`src/rtl/adc128s_pkg.sv`:
```
// Shared widths, channel map and helpers for the ADC128S SPI converter model.
// Optional dithering is enabled with the ADC128S_DITHER_EN macro.
package adc128s_pkg;

   localparam int unsigned FRAME_W = 16;
   localparam int unsigned DATA_W  = 12;
   localparam int unsigned CH_W    = 3;
   localparam int unsigned CNT_W   = 5;
   localparam int unsigned LFSR_W  = 16;

   // Channel address field position inside a received frame
   localparam int unsigned CH_MSB = 13;
   localparam int unsigned CH_LSB = 11;

   typedef logic [CH_W-1:0] ch_t;

   localparam ch_t CH_LFT   = 3'd0;
   localparam ch_t CH_RGHT  = 3'd4;
   localparam ch_t CH_STEER = 3'd5;
   localparam ch_t CH_BATT  = 3'd6;

   localparam logic [DATA_W-1:0] UNUSED_VAL = 12'h000;
   localparam logic [CNT_W-1:0]  FRAME_BITS = 5'd16;
   localparam logic [LFSR_W-1:0] LFSR_SEED  = 16'hACE1;

   // One step of the 16-bit Fibonacci LFSR, taps 16,15,13,4
   function automatic logic [LFSR_W-1:0] lfsr_step(input logic [LFSR_W-1:0] s);
      return {s[LFSR_W-2:0], s[15] ^ s[14] ^ s[12] ^ s[3]};
   endfunction

endpackage

```
`src/rtl/adc_spi_sync.sv`:
```
// Two-flop synchronisers for the SPI pins plus edge pulses on the synchronised
// SS_n and SCLK. Pulses are combinational (_c) from the registered copies.
module adc_spi_sync
   import adc128s_pkg::*;
(
   input  logic clk,
   input  logic rst,
   input  logic SS_n,
   input  logic SCLK,
   input  logic MOSI,
   output logic ss_n_s,
   output logic mosi_s,
   output logic ss_fall_c,
   output logic ss_rise_c,
   output logic sclk_rise_c
);

   logic ss_meta;
   logic ss_prev;
   logic sclk_meta;
   logic sclk_sync;
   logic sclk_prev;
   logic mosi_meta;

   // Flops reset to the idle bus state so no spurious edge follows reset
   always_ff @(posedge clk) begin
      if (rst) begin
         ss_meta   <= 1'b1;
         ss_n_s    <= 1'b1;
         ss_prev   <= 1'b1;
         sclk_meta <= 1'b1;
         sclk_sync <= 1'b1;
         sclk_prev <= 1'b1;
         mosi_meta <= 1'b0;
         mosi_s    <= 1'b0;
      end else begin
         ss_meta   <= SS_n;
         ss_n_s    <= ss_meta;
         ss_prev   <= ss_n_s;
         sclk_meta <= SCLK;
         sclk_sync <= sclk_meta;
         sclk_prev <= sclk_sync;
         mosi_meta <= MOSI;
         mosi_s    <= mosi_meta;
      end
   end

   assign ss_fall_c   =  ss_prev   & ~ss_n_s;
   assign ss_rise_c   = ~ss_prev   &  ss_n_s;
   assign sclk_rise_c = ~sclk_prev &  sclk_sync;

endmodule

```
`config.mk`:
```
export PLATFORM = sky130hd
export DESIGN_NAME = adc_spi_sync
export DESIGN_NICKNAME = d
export VERILOG_FILES = /design/src/rtl/adc128s_pkg.sv /design/src/rtl/adc_spi_sync.sv
export SDC_FILE = /design/constraint.sdc
export NUM_CORES = 1
export LEC_CHECK = 0
export CELL_PAD_IN_SITES_DETAIL_PLACEMENT = 0
export CELL_PAD_IN_SITES_GLOBAL_PLACEMENT = 2
export CORE_AREA = 5 5 42 44
export CTS_CLUSTER_SIZE = 10
export DETAILED_ROUTE_END_ITERATION = 8
export DIE_AREA = 0 0 47 49
export GPL_TIMING_DRIVEN = 0
export PLACE_DENSITY_LB_ADDON = 0.1
export REMOVE_ABC_BUFFERS = 1
export SLEW_MARGIN = 15
export SYNTH_ARGS = -nofsm -noshare
export SYNTH_HDL_FRONTEND = slang
export SYNTH_SLANG_ARGS = --single-unit
export TNS_END_PERCENT = 30
```
`constraint.sdc`:
```
create_clock -name clk -period 0.8 [get_ports clk]
set_input_delay 0.16 -clock clk [delete_from_list [all_inputs] [get_ports clk]]
set_output_delay 0.16 -clock clk [all_outputs]
set_load 0.01 [all_outputs]
```
### Word-level counts from Yosys, hierarchy flattened

Index checks and enable logic that the tools add are counted.
Widths: inputs -> output; s select.

* bitwise logic cells: 6

Operator list (number)
* $and 1x1->1: 3
* $not 1->1: 3

* input port bits: 5
* register bits: 8

### Longest topological paths before layout

Gate-level depths: netlist of the first run.

* depth after elaboration: 2
* mapped depth: 1

### Worst setup path before layout of the first run

No wires, ideal clock.

* path kind: reg-to-output
* start point: reg ss_n_s
* end point: out ss_rise_c
* path slack: 0.031 ns
* cell stages (with the launch flop): 2
* data arrival time: 0.609 ns
* required time: 0.640 ns
* path through: dfxtp_1 > nor2b_1

* cells in the longest elaborated chain, start to end: 1

RTL lines
* start: declaration: RTL line adc_spi_sync.sv:11 `output logic ss_n_s,`
* start signal: assignment: RTL line adc_spi_sync.sv:38 `ss_n_s <= ss_meta;`
* $and 1x1->1: RTL line adc_spi_sync.sv:49 `assign ss_rise_c = ~ss_prev & ss_n_s;`
* end: declaration: RTL line adc_spi_sync.sv:14 `output logic ss_rise_c,`

Every way passes these cells.

### Worst setup path after layout of the first run

Ends and elaborated chain as after synthesis.

==> results of run 1 <==
## repair_timing
| action | CTS | global route |
|---|---|---|
| gates resized for setup | 21 | 5 |
| cloned | 0 | 0 |
| endpoints found under the setup margin | 8 | 5 |
## registers in the layout, indices dropped and copies added (netlist names)
signal,flops
mosi_meta,1
mosi_s,1
sclk_meta,1
sclk_prev,1
sclk_sync,1
ss_meta,1
ss_n_s,1
ss_prev,1
## worst max-delay path by stage
| stage | endpoint | slack [ns] | depth (start not counted) |
|---|---|---|---|
| 2_1_floorplan | ss_rise_c | 0.03 | 1 |
| 3_3_place_gp | ss_rise_c | -0.36 | 2 |
| 3_5_place_dp | ss_rise_c | -0.39 | 2 |
| 4_1_cts | ss_rise_c | -0.22 | 2 |
| 5_1_grt | ss_rise_c | -0.24 | 2 |
| 6_report | ss_rise_c | -0.20 | 2 |
## layer usage
metal  share of wire (%)  vias to the layer above  GRT usage [%]
met3                  15                        2           2.21
met2                  44                        8           4.75
met5                   0                        -              0
li1                    -                       82              -
met1                  40                       74           3.76
met4                 1.0                        0           5.53
## cell type report
class / instances / area (um2) / area share (%)
flip-flops and latches: 8 / 164 / 46.5
well taps: 16 / 20.0 / 5.67
multi-input cells: 11 / 76.3 / 21.6
clock buffers: 3 / 22.5 / 6.38
repair buffers: 9 / 70.1 / 19.9
## stage by stage
stage	hold slack, ns	worst slack (ns)	util (%)
finish	0.347	-0.200	25.2
CTS	0.356	-0.221	24.5
detailed placement	0.392	-0.392	24.2
global route	0.386	-0.238	25.2
floorplan	0.232	0.0308	-
global placement	0.388	-0.359	24.2
## cell usage in the layout (no fill, tap or decap)
cell             count
buf_6                1
dlygate4sd2_1        1
clkbuf_4             3
clkdlybuf4s50_1      3
buf_2                4
dfxtp_1              5
nor2b_1              4
or2_1                6
dfxtp_2              3
nor2b_4              1
## report_power, final
group | internal [uW] | switching (uW) | total, uW
registers | 417 | 5.59 | 422
clock network | 171 | 132 | 303
logic | 33.5 | 17.0 | 50.5
total | 621 | 154 | 776
## synthesized netlist by cell type, drive strengths merged
| cell type | instances | share of area [%] |
|---|---|---|
| nor2b | 5 | 14 |
| dfxtp | 8 | 70 |
| or2 | 6 | 16 |
## logic make-up after synthesis
family / after synthesis / share of synthesized area, %
DFF: 8 / 69.9
and+or+nand+nor: 11 / 30.1
==> impl_metrics.toml, run 1 <==
[sta]
hold_viol_final = 0
worst_pin_slew_ns = 0.220
rsz0062_at_grt = "true"
fin_ws_ns = -0.200
drv_slew = 0
setup_viol = 5
slew_headroom_pct = 85.4
setup_tns_ns = -0.625
layout_worst_path_cycle_share_pct = 125
fmax_mhz = 1000
period_needed_ns = 1.00
finalClockSkew_ns = 0.00405

[setup_path]
arrival_ns = 0.84
reg2reg_to = "ss_prev"
crit_start = "ss_n_s"
crit_type = "flop to output port"
cp_max_fo = 4
r2r_start = "ss_n_s"
ff2ff_setup_slack_ns = 0.15
crit_path_end_kind = "output port"
critPathMaxStageDelay_ns = 0.34
startpoint_type = "flop"
path_cells = "nor2b_1 -> buf_2"
reg2reg_depth = 1
cp_slowest_cell = "dfxtp_2"
path_delay_family = "flip-flops"
cp.required_ns = 0.64
path_buf_inv = 1

[route]
drc_errors = 0
drt-initial-drc-count = 0
viasPerCell = 3.53
ant_nets = 0
wl_per_cell_um = 8.30
vias = 166
dr.pass1.iters = 1
finalWirelength_um = 390

[die]
die_h_um = 49
core.rowCount = 14
die_w_um = 47
design.portCount = 10
core-area_um2 = 1400
initial_utilization_pct = 16.3
dieArea_um2 = 2300

[hold_path]
hold_path_class = "input port to flop"
whs_path_depth = 2
min_to = "mosi_meta"
hold_path.startpoint = "rst"

[clock_network]
clockBufferDepth = 2
clock-sinks = 8
cts_setup_buffers = 0
cts_hold_buf = 0
clock_latency_ns = 0.25
cts_tree = "built"
clk_pin_slew_ns = 0.06
root_buffer = "clkbuf_4"
cts.htree.levels = 1
cts_made_buffers = 3

[finish]
instances_no_fill = 47
fin_area_um2 = 353
drive_gt1_share_pct = 38.7
antennaDiodeCount = 0
nNetsFinal = 38
n_fill_cell = 161
area_delta_synth_final_pct = 54.1

[grt]
first_global_vias = 154
grt_pass1_wl_um = 572
grt-ovfl-total = 0
antenna_found_initial = 0
track_usage_pct = 3.95
grt_max_degree = 9

[yosys]
seq_area_frac_synth_pct = 69.9
syn_avg_cell_area_um2 = 12.1
synth_cells = 19
yosysWarnings = 0
synth_seq_cells = 8
syn_area_um2 = 229
synth.distinct_cells = 3

[placed_design]
placed_cells = 44
place_congestion = 0.557
place_area_um2 = 339
port_buffers = 9

[outcome]
failed_checks = "setup timing"
status = "complete, but fails checks"

[job]
max_cap_viol_count = 0

[power_and_ir_drop]
powerDensity_nw_per_um2 = 2200
p_leak_uw = 0.000148
irDropWorstVdd_uv = 789
finalPower_uw = 776
(Power assumes the default switching activity.)
==> run 2: changes to the inputs <==
ABC_AREA = 1   (was default)
==> run 2 against run 1 <==
  * The run still ends with setup timing left
  * Sequential share of layout area decreased by 0.65 points
  * Via count increased by 9.0%
  * Critical path depth decreased by 1
  * Synthesized cell count increased by 53%
  * Clock skew decreased by 0.0027 ns
  * Non-clock buffer count unchanged
  * Final cell count increased by 21%
  * Combinational power increased by 11%
  * Critical endpoint is now ss_n_s
==> impl_metrics.toml, run 2 <==
[yosys]
synth_commonest_cells = "inv_1 (9), dfxtp_1 (8), nand2_1 (6)"
synth_adder_area_share_pct = 0
synth_seq_cells = 8
synth_top_area_share_pct = 67.0
yosysWarnings = 0
synth_compound_gate_area_share_pct = 0
synth_edf_count = 0
yosys-mux-area-fraction_pct = 0
syn_avg_cell_area_um2 = 8.24
synth.distinct_cells = 5
async_flop_share_pct = 0
seq_area_frac_synth_pct = 67.0
ys.flop_type = "dfxtp_1"
yosysTopAreaCell = "dfxtp_1"
syn_area_um2 = 239
synth_cells = 29
synth_top_family_by_area = "simple AND/OR/NAND/NOR gates"
synth.most_common_cell = "inv_1"
synth-xor-area-share_pct = 0
yosys.area_share.simple_pct = 17.3
synth.area.top_cells = "dfxtp_1 (67%), inv_1 (14%), nand2_1 (9.4%)"

[power_and_ir_drop]
comb_power_share_pct = 7.2
pwr-share-clk_pct = 38.6
p_int_uw = 620
irDropWorstVdd_uv = 405
p_sw_share_pct = 20.6
p_sw_uw = 161
powerDensity_nw_per_um2 = 2180
p_seq_share_pct = 54.2
finalPower_uw = 780
p_leak_uw = 0.000203

[job]
max_cap_viol_count = 0

[finish]
area_delta_synth_final_pct = 49.7
final_common_cell = "inv_1"
antennaDiodeCount = 0
final_cell_mix = "inv_1 (7), nand2_1 (6), dfxtp_1 (5)"
drive_gt1_share_pct = 34.1
fin_util_pct = 25.5
nNetsFinal = 48
n_fill_cell = 162
instances_no_fill = 57

[sta]
layout_worst_path_cycle_share_pct = 123
rsz0062_at_grt = "true"
fin_hold_ws_ns = 0.397
fin_ws_ns = -0.182
finalClockSkew_ns = 0.00138
fmax_mhz = 1020
hold_viol_final = 0
period_needed_ns = 0.982
worst_pin_slew_ns = 0.116
slew_headroom_pct = 92.3
drv_slew = 0
setup_viol = 5

[die]
core-area_um2 = 1400
core.rowCount = 14
die_h_um = 49
die_w_um = 47
initial_utilization_pct = 17.1
design.portCount = 10
dieArea_um2 = 2300

[route]
wl_per_cell_um = 6.67
viasPerCell = 3.18
drt-initial-drc-count = 0
vias = 181
drc_errors = 0
ant_nets = 0
finalWirelength_um = 380
dr.pass1.iters = 1

[placed_design]
port_buffers = 9
place_hpwl_um = 283
placed_cells = 54
pre_cts_slack_ns = -0.362
place_congestion = 0.591

[grt]
first_global_vias = 160
grt_max_degree = 7
grt_pass1_wl_um = 565
grt-ovfl-total = 0
track_usage_pct = 3.95
antenna_found_initial = 0

[outcome]
failed_checks = "setup timing"
status = "complete, but fails checks"

[setup_path]
arrival_ns = 0.82
cp_max_fo = 3
cp.required_ns = 0.64
crit_type = "flop to output port"
path_delay_family = "flip-flops"
path_buf_inv = 1
critPathMaxStageDelay_ns = 0.34
crit_path_end_kind = "output port"
cp_slowest_cell = "dfxtp_2"
path_cells = "clkdlybuf4s15_1"
startpoint_type = "flop"

[clock_network]
cts_made_buffers = 3
clock_latency_ns = 0.25
cts_tree = "built"
root_buffer = "clkbuf_4"
clk_pin_slew_ns = 0.05
clockBufferDepth = 2
clock-sinks = 8
cts.htree.levels = 1
cts_setup_buffers = 0

[hold_path]
hold_path_class = "flop to flop"
## run 2: area by class of cell
cell class | count | area, um2 | share of cell area [%]
Clock buffer | 3 | 22.5 | 6.29
Inverter | 10 | 37.5 | 10.5
Multi-Input combinational cell | 11 | 43.8 | 12.2
Sequential cell | 8 | 164 | 45.8
Tap cell | 16 | 20.0 | 5.59
Timing Repair Buffer | 9 | 70.1 | 19.6
## run 2: logic make-up (layout without fill, tap and decap cells)
logic type / Yosys count / count (layout)
buf+inv: 10 / 22
flops: 8 / 8
simple gates: 11 / 11
## run 2: layer usage
| layer | vias to the layer above | track usage (%) | share of wire, % |
|---|---|---|---|
| li1 | 101 | - | - |
| met1 | 72 | 3.98 | 39 |
| met2 | 8 | 4.52 | 46 |
| met3 | 0 | 2.21 | 15 |
| met4 | 0 | 5.53 | 0 |
| met5 | - | 0 | 0 |
## run 2: what timing repair did
| action | in CTS | in global routing |
|---|---|---|
| setup endpoints to repair | 5 | 5 |
| hold buffers | 0 | 0 |
| gates resized for setup | 21 | 3 |
| pin swaps | 0 | 1 |
| gates cloned | 0 | 0 |
## run 2: worst paths after layout
check	start	to	slack, ns	depth (start not counted)
worst max-delay path	ss_n_s	ss_n_s	-0.18	1
worst min-delay path	ss_meta	ss_n_s	0.40	2
worst max register to register	ss_n_s	ss_prev	0.27	2
worst min register to register	ss_meta	ss_n_s	0.40	2
## run 2: power by group through the flow
stage                     sequential (uW)  clock (uW)  combinational (uW)
after global placement                429           0                63.1
after floorplan                       430           0                21.5
final                                 423         301                56.2
after CTS                             421         326                56.9
after global routing                  424         342                63.4
after detailed placement              429           0                64.0
## run 2: stage by stage
| stage | setup TNS (ns) | cell area [um2] |
|---|---|---|
| 2_1_floorplan | 0 | 239 |
| 3_3_place_gp | -2.08 | 349 |
| 3_5_place_dp | -2.18 | 349 |
| 4_1_cts | -0.807 | 354 |
| 5_1_grt | -0.955 | 358 |
| 6_report | -0.724 | 358 |
==> run 3: changes to the inputs <==
CAP_MARGIN = 20   (was default)
==> results of run 3 <==
The final DEF is identical to that of run 2; final timing and power are the same.
